**src/rtl/xbar_credit_ctrl.sv**
```systemverilog
// xbar_credit_ctrl
// Launch controller for the 5-port router crossbar. For each input it takes
// the allocator's target grant and checks that output's downstream credits.
// For every launching input it registers a pop strobe, a crossbar select and
// a flit-valid pulse. It also keeps one credit counter per output.
module xbar_credit_ctrl #(
  parameter int CREDITS = 4,
  parameter int CW      = 3
) (
  input  logic        clk,
  input  logic        rst,
  input  logic [14:0] grant_pack,
  input  logic [4:0]  in_valid,
  input  logic [4:0]  credit_ret,
  output logic [4:0]  pop_ctrl,
  output logic [14:0] sel_pack,
  output logic [4:0]  out_valid,
  output logic [4:0]  credit_avail,
  output logic        err_ovf,
  output logic        err_conflict
);

  localparam int NP = 5;
  localparam logic [CW-1:0] FULL = CW'(CREDITS);

  logic [CW-1:0]   cnt_q [NP];
  logic [CW-1:0]   cnt_d [NP];
  logic [NP-1:0]   pop_q, pop_d;
  logic [3*NP-1:0] sel_q, sel_d;
  logic [NP-1:0]   ov_q, ov_d;
  logic [NP-1:0]   avail_q, avail_d;
  logic            ovf_q, ovf_d;
  logic            conf_q, conf_d;

  logic [2:0]      tgt [NP];
  logic [NP-1:0]   cntNz;
  logic [NP-1:0]   elig;
  logic [NP-1:0]   launch;
  logic [NP-1:0]   conflictHit;
  logic [NP-1:0]   ovfHit;

  // Flag which outputs have credit left at the start of this cycle
  always_comb begin
    for (int o = 0; o < NP; o++) begin
      cntNz[o] = (cnt_q[o] != '0);
    end
  end

  // Decode each input's target. A target of 0, 6 or 7 never matches an output.
  // The input is eligible only if it has a head flit and its target has credit.
  always_comb begin
    for (int i = 0; i < NP; i++) begin
      tgt[i]  = grant_pack[3*i +: 3];
      elig[i] = 1'b0;
      for (int o = 0; o < NP; o++) begin
        if (tgt[i] == 3'(o + 1) && in_valid[i] && cntNz[o]) begin
          elig[i] = 1'b1;
        end
      end
    end
  end

  // Per output, the lowest-index eligible input wins.
  // Any further eligible input on the same output is a conflict and does not launch.
  always_comb begin
    pop_d       = '0;
    sel_d       = '0;
    launch      = '0;
    conflictHit = '0;
    for (int o = 0; o < NP; o++) begin
      for (int i = 0; i < NP; i++) begin
        if (elig[i] && tgt[i] == 3'(o + 1)) begin
          if (!launch[o]) begin
            launch[o]        = 1'b1;
            pop_d[i]         = 1'b1;
            sel_d[3*o +: 3]  = 3'(i + 1);
          end else begin
            conflictHit[o] = 1'b1;
          end
        end
      end
    end
    ov_d = launch;
  end

  // Update the credit counters. A launch and a return in the same cycle
  // cancel out. A return into a full counter is dropped and flagged.
  always_comb begin
    for (int o = 0; o < NP; o++) begin
      cnt_d[o]  = cnt_q[o];
      ovfHit[o] = 1'b0;
      if (launch[o] && !credit_ret[o]) begin
        cnt_d[o] = cnt_q[o] - CW'(1);
      end else if (!launch[o] && credit_ret[o]) begin
        if (cnt_q[o] == FULL) begin
          ovfHit[o] = 1'b1;
        end else begin
          cnt_d[o] = cnt_q[o] + CW'(1);
        end
      end
      avail_d[o] = (cnt_d[o] != '0);
    end
    ovf_d  = ovf_q  | (|ovfHit);
    conf_d = conf_q | (|conflictHit);
  end

  // Register all state and outputs. Reset discards the launch decided this cycle
  // and ignores any credit returns that arrive with it.
  always_ff @(posedge clk) begin
    if (rst) begin
      for (int o = 0; o < NP; o++) begin
        cnt_q[o] <= FULL;
      end
      pop_q   <= '0;
      sel_q   <= '0;
      ov_q    <= '0;
      avail_q <= '1;
      ovf_q   <= 1'b0;
      conf_q  <= 1'b0;
    end else begin
      for (int o = 0; o < NP; o++) begin
        cnt_q[o] <= cnt_d[o];
      end
      pop_q   <= pop_d;
      sel_q   <= sel_d;
      ov_q    <= ov_d;
      avail_q <= avail_d;
      ovf_q   <= ovf_d;
      conf_q  <= conf_d;
    end
  end

  assign pop_ctrl     = pop_q;
  assign sel_pack     = sel_q;
  assign out_valid    = ov_q;
  assign credit_avail = avail_q;
  assign err_ovf      = ovf_q;
  assign err_conflict = conf_q;

endmodule

```
**config.mk**
```make
export PLATFORM = sky130hd
export DESIGN_NAME = xbar_credit_ctrl
export DESIGN_NICKNAME = d
export VERILOG_FILES = /design/src/rtl/xbar_credit_ctrl.sv
export SDC_FILE = /design/constraint.sdc
export NUM_CORES = 1
export LEC_CHECK = 0
export ABC_AREA = 1
export CORE_MARGIN = 5
export CORE_UTILIZATION = 40
export DETAILED_ROUTE_END_ITERATION = 12
export PLACE_DENSITY_LB_ADDON = 0.08
export REMOVE_ABC_BUFFERS = 1
export SLEW_MARGIN = 20
export SYNTH_ARGS = -nofsm -noshare
export SYNTH_HDL_FRONTEND = slang
export SYNTH_SLANG_ARGS = --single-unit
```
**constraint.sdc**
```tcl
create_clock -name clk -period 1.5 [get_ports clk]
set_input_delay 0.15 -clock clk [delete_from_list [all_inputs] [get_ports clk]]
set_output_delay 0.15 -clock clk [all_outputs]
set_load 0.05 [all_outputs]
```
# ---- Word-level counts from Yosys, hierarchy flattened
# Memories as Yosys holds them, arrays and structs flattened.
# Cells that the tools add are included.
dict set report totals {
  register_bits 32
  latchBits 0
  ram_bits 15
  rom_bits 0
  out_inout_bits 32
  elab_cells 378
  memories 1
}
dict set report classes {
  addsub 10
  n_mul 0
  div 0
  magnitude_cmp 0
  eq_ne 30
  shift 0
  n_mux 217
  bitwise_logic 7
  n_reduce_logical 107
}
# memory words width read_ports rd_clocked_by_memory_dff wr line_no
set mem_list {}
lappend mem_list {cnt_q 5 3 5 0 5 26} ;# logic [CW-1:0] cnt_q [NP];
# operator n
set op_table {}
lappend op_table {{2-to-1 mux 3 bit} 60}
lappend op_table {{2-to-1 mux 1 bit} 157}
lappend op_table {{logical AND 1 bit} 85}
lappend op_table {{== test 3 bit (second input constant)} 15}
lappend op_table {{== test 3 x 2 -> 1 bit (second input constant)} 10}
lappend op_table {{nonzero test 3 bit} 10}
lappend op_table {{adder 3 x 1 -> 3 bit (second input constant)} 5}
lappend op_table {{== test 3 x 1 -> 1 bit (second input constant)} 5}
lappend op_table {{subtractor 3 x 1 -> 3 bit (second input constant)} 5}
lappend op_table {{logical NOT 1 bit} 10}
lappend op_table {{OR reduction 5 bit} 2}
lappend op_table {{bitwise OR 1 bit} 7}

# ---- Logic depth before layout (Yosys ltp)
dict set report logic_depth {
  depth_word 23
  ltp_mapped 14
  depth_no_buf 13
}

# ---- Worst setup path after synthesis
# No wires, ideal clock.
dict set report synth_path {
  path_kind {register -> register}
  startpoint {mem cnt_q[1][0] (netlist: cnt_q[0][3])}
  endpoint {reg avail_q[1] (netlist: credit_avail[1])}
  setup_time_ps 123
  arrival_ps 1495
  t_required_ps 1377
  path_slack_ps -118
  stages_incl_launch_ff 13
  n_path_buf 0
  synth_period_minus_slack_ps 1618
  path_cell_list {dfxtp_1 > inv_1 > ha_1 > nand2_4 > inv_2 > nor3_4 > nor2_4 > nand2_4 > nand2_2 > nand2_1 > nand2_1 > nand2_2 > nand3_1}
}
# element line_no
set synth_lines {}
lappend synth_lines {{from (decl)} 26}
lappend synth_lines {{to (signal assigned)} 127} ;# avail_q <= avail_d;
lappend synth_lines {{to (decl)} 31} ;# logic [NP-1:0] avail_q, avail_d;

==> results_dict.tcl <==
set metrics [dict create \
    worstSkewPairLatency_ns 0.31 \
    final_nets 702 \
    instances_no_fill 763 \
    grt_pass1_wl_microns 17100 \
    portBuffers 58 \
    routed_wl_microns 10600 \
    drtPass1Iterations 4 \
    netlist_area_sq_mm 0.00323 \
    root_buffer "clkbuf_8" \
    antenna_cells 0 \
    grt_pass1_vias 3712 \
    yosysUniqueCellTypes 35 \
    synth_simple_gate_area_share_pct 48.5 \
    p_sw_uw 2140 \
    maxCapViolCount 0 \
    leakagePower_uw 0.00277 \
    drv_slew 0 \
    p_clk_share_pct 16.6 \
    wl_per_cell_microns 13.9 \
    worstPathRequired_ns 1.74 \
    antenna_found_initial 0 \
    placed_cells_incl_taps 728 \
    slowest_stage "dfxtp_2" \
    cpLargestDelayFamily "simple AND/OR/NAND/NOR gates" \
    critPathLaunchType "flop" \
    initial_utilization_pct 41.4 \
    grt.total_usage_pct 21.0 \
    peakVddDrop_mv 0.712 \
    timing.setup.tns_ns -2.95 \
    dpl.hpwl_microns 7490 \
    max_stage_delay_ns 0.34 \
    p_per_area_mw_per_mm2 971 \
    crit_path_max_fanout 4 \
    cp_common_cell "nand2_1" \
    finalSetupViolCount 29 \
    crit_chain "inv_2, ha_4, nand2_4, nand4_1, buf_4, buf_4, inv_2, nand2_1, nand3_1, nand2_1, nand2_1, nor2_1, a21oi_1" \
    path_buf_inv 4 \
    drive_above_1_share_pct 49.8 \
    drc 0 \
    period_minus_slack_ns 1.67 \
    muxShareOfSynthArea_pct 0 \
    yosysWarningCount 0 \
    power_uw 5280 \
    violations "setup timing" \
    hold_class "input port to flop" \
    max_slew_margin_pct 75.6 \
    core.rowCount 32 \
    routabilityCongestion 1.01 \
    io_pins 59 \
    synthAdderAreaFrac_pct 5.80 \
    postLayoutCoreUtil_pct 69.7 \
    drt-initial-drc-count 221 \
    max-clock-path-buffers 2 \
    synth_xor_area_share_pct 1.35 \
    critPathCaptureType "flop" \
    power.internal_uw 3140 \
    die-area_sq_mm 0.00998 \
    dieHeight_microns 99.9 \
    fin_area_sq_mm 0.00544 \
    clk_pin_slew_ns 0.09 \
    switching_share_pct 40.5 \
    crit_arrival_ns 1.92 \
    synth_compound_area_share_pct 5.65 \
    ant_nets 0 \
    fmax_mhz 598 \
    setup_ws_ns -0.174 \
    grt_max_degree 24 \
    clock-skew-final_ns 0.00480 \
    outcome "finished with violations" \
    synth_edf_count 0 \
    coreArea_sq_mm 0.00781 \
    place_area_sq_mm 0.00460 \
    min_period_over_period_pct 112 \
    avgViaCountPerCell 4.89 \
    h-tree-depth 2 \
    routed-via-count 3734 \
    tightest_slew_ns 0.362 \
    hold_viol 0 \
    area_delta_synth_final_pct 68.3 \
    grt_overflow 0 \
    netlist_instances 471 \
    p_comb_share_pct 55.1 \
    grt_setup_unrepaired "yes" \
    synth_top_family_by_area "simple AND/OR/NAND/NOR gates" \
    syn_area_per_cell_sq_um 6.86 \
    synthArstFlopShare_pct 0 \
    power_frac_seq_pct 28.4 \
    synth_top_flop_cell "dfxtp_1" \
    cts.sink_count 47 \
    path_class "flop to flop" \
    seq_area_frac_synth_pct 29.1 \
    cts_tree "yes" \
    cts_inserted_buffers 5 \
    die_w_microns 99.9 \
    ys_ff_latch 47 \
]
-- area by class of cell --
| class | count | area (sq um) |
|---|---|---|
| well taps | 102 | 128 |
| repair buffers | 185 | 1520 |
| flip-flops and latches | 47 | 953 |
| multi-input cells | 344 | 2440 |
| inverters | 77 | 299 |
| fillers | 640 | 2360 |
| clock buffers | 8 | 100 |
-- tightest hold or removal path, stage by stage --
cell and delay [ns]:
dlymetal6s2s_1 0.22, nor2_2 0.09, nand3_1 0.11, a211oi_1 0.07
-- stage by stage --
stage | hold WS (ns) | setup slack [ns]
2_1_floorplan | 0.217 | -0.118
3_3_place_gp | 0.579 | -0.400
3_5_place_dp | 0.587 | -0.412
4_1_cts | 0.497 | -0.176
5_1_grt | 0.388 | -0.287
6_report | 0.376 | -0.174
-- layer usage --
layer	GRT usage [%]	routed length, microns	share of wire [%]
met1	26.1	4560	43
met5	0	0	0
met4	5.78	182	1.7
met2	37.4	5400	51
met3	3.20	457	4.3
-- logic make-up after synthesis --
| kind of cell | Yosys count |
|---|---|
| compound gates | 31 |
| xor+xnor | 5 |
| fa+ha+maj | 15 |
| buf+inv | 82 |
| flops | 47 |
| simple gates | 291 |
-- placed cells by master, fill, tap and decap left out, types with 7 or more instances in the layout --
cell	netlist	layout
a21oi_1	15	9
a21oi_2	2	7
buf_4	1	147
buf_6	0	10
clkbuf_8	0	7
clkdlybuf4s50_1	0	22
dfxtp_1	47	37
dfxtp_2	0	10
ha_1	15	10
inv_1	61	44
inv_2	15	28
nand2_1	106	82
nand2_2	10	28
nand2_4	7	10
nand3_1	52	42
nand3_2	9	15
nand4_1	21	21
nand4_4	2	7
nor2_1	41	32
nor2_2	8	11
nor2_4	8	15
nor3_1	9	8
-- synthesized netlist by cell type, types with 4 or more instances --
cell type / number / area share, %
nor2_4: 8 / 2.8
or2_2: 5 / 0.97
o21ai_0: 4 / 0.62
nor2_2: 8 / 1.5
clkbuf_1: 4 / 0.46
nand2_1: 106 / 12
nand3_1: 52 / 8.0
nand2_2: 10 / 1.9
nand4_2: 6 / 2.3
inv_2: 15 / 1.7
nand2_4: 7 / 2.4
ha_1: 15 / 5.8
nor2_1: 41 / 4.8
inv_1: 61 / 7.1
nand4_1: 21 / 4.1
nand3_2: 9 / 2.8
dfxtp_1: 47 / 29
nor3_1: 9 / 1.4
xor2_1: 5 / 1.4
a21oi_1: 15 / 2.3
-- power groups by stage --
stage / registers (uW) / logic, uW / clock network, uW
2_1_floorplan: 1770 / 1110 / 0
3_3_place_gp: 1500 / 2250 / 0
3_5_place_dp: 1500 / 2280 / 0
4_1_cts: 1500 / 2670 / 891
5_1_grt: 1520 / 3170 / 941
6_report: 1500 / 2910 / 875
-- flip-flops by register name, indices dropped and copies added (netlist names) --
| register | count |
|---|---|
| cnt_q | 15 |
| credit_avail | 5 |
| err_conflict | 1 |
| err_ovf | 1 |
| out_valid | 5 |
| pop_ctrl | 5 |
| sel_pack | 15 |
-- path summary, 6_finish.rpt --
path                            slack (ns)  cells after the start           end     startpoint
worst max-delay path                 -0.17                     13  err_conflict   cnt_q[0][12]
worst min-delay path                  0.38                      4   pop_ctrl[0]  grant_pack[0]
worst max register to register       -0.17                     13  err_conflict   cnt_q[0][12]
worst min register to register        0.60                      4       err_ovf        err_ovf
-- what timing repair did --
action                     4_1_cts  5_1_grt
cloned                           2        0
setup buffers                   20       10
gates resized for setup         83       57
pin swaps                       37       44
setup endpoints to repair       35       36
hold buffers                     0        0
Power figures use the tool's default switching activity.
